==> src/rtl/fpu_issue_sequencer.sv <==
// Issue sequencer for the single non-pipelined FPU: times the in-flight op from funct7,
// raises ID stalls on hazards against the pending result and strobes writeback on completion.
module fpu_issue_sequencer #(
  parameter int unsigned LAT_ADD  = 3,
  parameter int unsigned LAT_MUL  = 4,
  parameter int unsigned LAT_DIV  = 12,
  parameter int unsigned LAT_SQRT = 16,
  parameter int unsigned LAT_MISC = 1
) (
  input  logic       clk,
  input  logic       rstn,
  input  logic       id_valid,
  input  logic [6:0] opcode_id,
  input  logic [6:0] funct7_id,
  input  logic [4:0] rd_id,
  input  logic [4:0] rs1_id,
  input  logic [4:0] rs2_id,
  input  logic       rs1_fpu_id,
  input  logic       rs2_fpu_id,
  input  logic       flush,
  output logic       stall_id,
  output logic       fpu_start,
  output logic       fpu_busy,
  output logic       fpu_done,
  output logic [4:0] wb_rd,
  output logic       wb_to_int
);

  localparam logic [6:0] OP_FP  = 7'b1010011;
  localparam logic [6:0] OP_FLW = 7'b0000111;

  typedef enum logic [0:0] {IDLE = 1'b0, RUN = 1'b1} state_t;

  state_t     state_r, state_nxt_s;
  logic [4:0] count_r, count_nxt_s;
  logic [4:0] pend_rd_r, pend_rd_nxt_s;
  logic       pend_int_r, pend_int_nxt_s;
  logic       hazard_s, issue_s, done_nxt_s;
  logic       fpu_start_r, fpu_busy_r, fpu_done_r, wb_to_int_r;
  logic [4:0] wb_rd_r;

  // Cycle count minus one, so the done cycle is the one where count reaches zero.
  function automatic logic [4:0] lat_m1(input logic [6:0] f7);
    case (f7)
      7'b0000000, 7'b0000100: lat_m1 = 5'(LAT_ADD - 1);
      7'b0001000:             lat_m1 = 5'(LAT_MUL - 1);
      7'b0001100:             lat_m1 = 5'(LAT_DIV - 1);
      7'b0101100:             lat_m1 = 5'(LAT_SQRT - 1);
      default:                lat_m1 = 5'(LAT_MISC - 1);
    endcase
  endfunction

  function automatic logic dest_is_int(input logic [6:0] f7);
    dest_is_int = (f7 == 7'b1010000) || (f7 == 7'b1100000);
  endfunction

  function automatic logic op_writes_int(input logic [6:0] op);
    case (op)
      7'b0110011, 7'b0010011, 7'b0000011, 7'b0110111,
      7'b0010111, 7'b1101111, 7'b1100111: op_writes_int = 1'b1;
      default:                            op_writes_int = 1'b0;
    endcase
  endfunction

  // Hazard detection against the pending result; kept independent of flush.
  always_comb begin
    hazard_s = 1'b0;
    if (!id_valid) begin
      hazard_s = 1'b0;
    end else if (opcode_id == OP_FP || opcode_id == OP_FLW) begin
      hazard_s = 1'b1;
    end else if (!pend_int_r) begin
      hazard_s = (rs1_fpu_id && rs1_id == pend_rd_r) || (rs2_fpu_id && rs2_id == pend_rd_r);
    end else begin
      hazard_s = op_writes_int(opcode_id) ||
                 ((pend_rd_r != 5'd0) &&
                  ((!rs1_fpu_id && rs1_id == pend_rd_r) || (!rs2_fpu_id && rs2_id == pend_rd_r)));
    end
    stall_id = (state_r == RUN) && hazard_s;
  end

  // Next-state logic for the issue/run sequence.
  always_comb begin
    state_nxt_s    = state_r;
    count_nxt_s    = count_r;
    pend_rd_nxt_s  = pend_rd_r;
    pend_int_nxt_s = pend_int_r;
    issue_s        = id_valid && (opcode_id == OP_FP) && !stall_id && !flush && (state_r == IDLE);
    case (state_r)
      IDLE: begin
        if (issue_s) begin
          state_nxt_s    = RUN;
          count_nxt_s    = lat_m1(funct7_id);
          pend_rd_nxt_s  = rd_id;
          pend_int_nxt_s = dest_is_int(funct7_id);
        end else begin
          state_nxt_s = IDLE;
        end
      end
      RUN: begin
        if (count_r == 5'd0) begin
          state_nxt_s = IDLE;
        end else begin
          count_nxt_s = count_r - 5'd1;
        end
      end
      default: begin
        state_nxt_s = IDLE;
        count_nxt_s = 5'd0;
      end
    endcase
    done_nxt_s = (state_nxt_s == RUN) && (count_nxt_s == 5'd0);
  end

  // State, pending-op bookkeeping and registered outputs.
  always_ff @(posedge clk or negedge rstn) begin
    if (!rstn) begin
      state_r     <= IDLE;
      count_r     <= 5'd0;
      pend_rd_r   <= 5'd0;
      pend_int_r  <= 1'b0;
      fpu_start_r <= 1'b0;
      fpu_busy_r  <= 1'b0;
      fpu_done_r  <= 1'b0;
      wb_rd_r     <= 5'd0;
      wb_to_int_r <= 1'b0;
    end else begin
      state_r     <= state_nxt_s;
      count_r     <= count_nxt_s;
      pend_rd_r   <= pend_rd_nxt_s;
      pend_int_r  <= pend_int_nxt_s;
      fpu_start_r <= issue_s;
      fpu_busy_r  <= (state_nxt_s == RUN);
      fpu_done_r  <= done_nxt_s;
      wb_rd_r     <= done_nxt_s ? pend_rd_nxt_s : 5'd0;
      wb_to_int_r <= done_nxt_s && pend_int_nxt_s;
    end
  end

  assign fpu_start = fpu_start_r;
  assign fpu_busy  = fpu_busy_r;
  assign fpu_done  = fpu_done_r;
  assign wb_rd     = wb_rd_r;
  assign wb_to_int = wb_to_int_r;

endmodule
==> config.mk <==
export PLATFORM = sky130hd
export DESIGN_NAME = fpu_issue_sequencer
export DESIGN_NICKNAME = d
export VERILOG_FILES = /design/src/rtl/fpu_issue_sequencer.sv
export SDC_FILE = /design/constraint.sdc
export NUM_CORES = 1
export LEC_CHECK = 0
export BUFFER_PORTS_ARGS = -buffer_cell sky130_fd_sc_hd__buf_2
export CELL_PAD_IN_SITES_DETAIL_PLACEMENT = 1
export CELL_PAD_IN_SITES_GLOBAL_PLACEMENT = 1
export CORE_ASPECT_RATIO = 0.8
export CORE_MARGIN = 4
export CORE_UTILIZATION = 30
export CTS_CLUSTER_DIAMETER = 80
export DETAILED_ROUTE_END_ITERATION = 16
export GPL_ROUTABILITY_DRIVEN = 0
export PLACE_DENSITY_LB_ADDON = 0.1
export REMOVE_ABC_BUFFERS = 1
export SKIP_CTS_REPAIR_TIMING = 1
export SYNTH_ARGS = -nofsm -noshare
export SYNTH_HDL_FRONTEND = slang
export SYNTH_SLANG_ARGS = --single-unit
export TNS_END_PERCENT = 10
==> constraint.sdc <==
create_clock -name clk -period 4.75 [get_ports clk]
set_input_delay 0.95 -clock clk [delete_from_list [all_inputs] [get_ports clk]]
set_output_delay 0.95 -clock clk [all_outputs]
set_load 0.005 [all_outputs]
==> flow_summary_export.csv <==
group,metric,value,unit
status,status,"finished, final reports clean",
global_route,grt_max_degree,21,
min_path,holdPathStages,2,
layout,n_fill_cell,489,
layout,final_cell_mix,"44 x buf_2, 20 x dfrtp_1, 15 x nand2_1, 11 x xnor2_1",
clocking,cts_sinks,20,
detailed_routing,drcViolationCount,0,
synthesis,synth_top_area_cell,"dfrtp_1",
synthesis,postSynthAreaPerCell,9.59,µm²
sta,min_period,3020,ps
detailed_routing,via_per_inst,5.03,
synthesis,ys_warn_count,0,
sta,rsz0062_at_grt,"no",
detailed_routing,wl,3420,µm
sta,relSlewSlack,67.8,%
synthesis,syn_area,1260,µm²
place,dp_hpwl,2790,µm
clocking,h-tree-depth,1,
worst_setup_path,cp.arrival,2070,ps
layout,final_cells,232,
worst_setup_path,crit_top_cell,"buf_2",
floorplan,ios,45,
worst_setup_path,cp-start-kind,"primary input",
floorplan,die_area,5290,µm²
layout,final_common_cell,"buf_2",
global_route,antenna_found_initial,0,
synthesis,synth_top_area_share,39.8,%
layout,diodes,0,
min_path,min_path_type,"reg2reg",
place,portBuffers,44,
synthesis,synthTopCellsByArea,"dfrtp_1 40%, xnor2_1 7.7%, mux2_2 4.5%, nand2_1 4.5%, nor4b_1 3.5%",
floorplan,die_w,80.3,µm
synthesis,netlist_instances,131,
worst_setup_path,path_cells,"buf_2, and4bb_2, inv_1, o21ai_0, a31oi_1, a211oi_1, buf_2",
global_route,overflow,0,
worst_setup_path,required,3800,ps
worst_setup_path,reg2reg_depth,4,
worst_setup_path,critical_path_class,"in2out",
pwr,power_density,336,nW/µm²
sta,skew,5.05,ps
min_path,min_to,"pend_int_r$_DFF_PN0_",
layout,drive_gt1_share,33.9,%
sta,hold_viol,0,
clocking,cts_tree,"built",
detailed_routing,routedWlPerCell,14.8,µm
detailed_routing,drt_iter0_drc,21,
pwr,p_leak,0.748,nW
worst_setup_path,critPathSlowestCell,"and4bb_2",
worst_setup_path,crit_path_max_fanout,5,
clocking,clk_pin_slew,70,ps
flow_run,cap_violations,0,
sta,fin_ws,1730,ps
worst_setup_path,reg2reg_to,"wb_to_int$_DFF_PN0_",
floorplan,die_y,65.9,µm
pwr,ir_worst_vdd,0.106,mV
clocking,cts-root-buf,"clkbuf_8",
layout,syn_to_final_growth,27.5,%
worst_setup_path,r2r-start,"fpu_busy$_DFF_PN0_",
detailed_routing,first_pass_iters,3,
sta,max_freq,0.331,GHz
min_path,min_from,"pend_int_r$_DFF_PN0_",
floorplan,start_util,32.2,%
layout,multi_input_area,711,µm²
synthesis,synth-seq-cells,20,
sta,period_share,63.5,%
global_route,grt_usage,14.1,%
synthesis,yosysUniqueCellTypes,42,
detailed_routing,vias,1167,
floorplan,rows,20,
sta,setup_viol,0,
layout,seqCellArea,500,µm²
global_route,grt_pass1_vias,1323,
synthesis,yosysSeqAreaShare,39.8,%
worst_setup_path,crit_path_max_incr_delay,350,ps
clocking,cts_buffers,3,
place,dpl_worst_slack,1720,ps
worst_setup_path,endpoint_kind,"primary output",
sta,setup_tns,0,ps
clocking,ctsLongestPathBuffers,2,
sta,worst_pin_slew,479,ps
detailed_routing,ant_nets,0,
worst_setup_path,r2r_setup_slack,2610,ps
global_route,grt_pass1_wl,5890,µm
clocking,clk_latency,260,ps
sta,report.final.slew_viol_count,0,
layout,nets,214,
place,dpl.cell_count,228,
floorplan,fp.coreArea,3900,µm²
synth_stat cells, drive strengths merged:
cell type,number
nor4,1
o22ai,1
xnor2,11
o31ai,1
nor2,8
nand4b,2
nor3,6
nand2,15
o21ai,7
xor2,1
buf,1
dfrtp,20
o21bai,1
a311oi,1
nand3,7
or3,3
mux2,6
or4,2
and2b,1
a21oi,5
or2b,1
a211oi,3
a31oi,1
nor3b,1
o31a,1
clkbuf,1
and3,2
nand2b,1
and4bb,2
nor4b,6
nor2b,1
o311ai,1
ha,1
o311a,1
inv,8
worst max path at each step:
stage / startpoint / end / slack (ps) / cells past startpoint
floorplan: opcode_id[3] / stall_id / 2020 / 5
global placement: opcode_id[5] / stall_id / 1770 / 7
detailed placement: opcode_id[5] / stall_id / 1720 / 7
CTS: opcode_id[5] / stall_id / 1720 / 7
global route: opcode_id[2] / stall_id / 1630 / 7
finish: opcode_id[5] / stall_id / 1730 / 7
where the power goes:
group	internal, mW	total (mW)	switching (mW)
Clock	0.112	0.170	0.0573
Sequential	0.186	0.214	0.0280
Combinational	0.0740	0.154	0.0801
logic make-up after synthesis:
family	count (synthesis)	share of synthesized area, %
simple gates	59	28.9
flops	20	39.8
buf+inv	10	3.59
mux	6	5.68
compound gates	23	12.7
fa+ha+maj	1	0.996
xor+xnor	12	8.37
metal layers:
layer  vias up  track usage [%]  wire length, µm
met3         5             2.59              204
met4         0             2.53               24
li1        570                -                -
met2        29             25.7             1640
met5         -                0                0
met1       563             17.3             1550
metrics by stage:
stage / hold slack [ps] / power [mW] / area (µm²) / util (%)
4_1_cts: 580 / 0.544 / 1600 / 41.0
6_report: 567 / 0.538 / 1600 / 41.0
5_1_grt: 618 / 0.579 / 1600 / 41.0
2_1_floorplan: 480 / 0.320 / 1240 / -
3_5_place_dp: 561 / 0.371 / 1530 / 39.2
3_3_place_gp: 550 / 0.363 / 1530 / 39.2
area by class of cell:
class                           instances  area share (%)
Clock buffer                            3            2.58
Sequential cell                        20            31.2
Inverter                                8            1.87
Tap cell                               55            4.30
Clock inverter                          1            1.87
Timing Repair Buffer                   44            13.7
Multi-Input combinational cell        101            44.4
registers in the layout (all words and copies together), names as in the netlist:
register	count
pend_int_r	1
fpu_done	1
fpu_busy	1
wb_rd	5
wb_to_int	1
count_r	5
pend_rd_r	5
fpu_start	1
critical path, delay by kind of cell:
| family | cells | cell delay [ps] |
|---|---|---|
| AND/OR/NAND/NOR | 1 | 350 |
| buffers and inverters | 3 | 320 |
| AO/OA/AOI/OAI | 3 | 440 |
No activity file was read; power rests on OpenSTA's default activity.
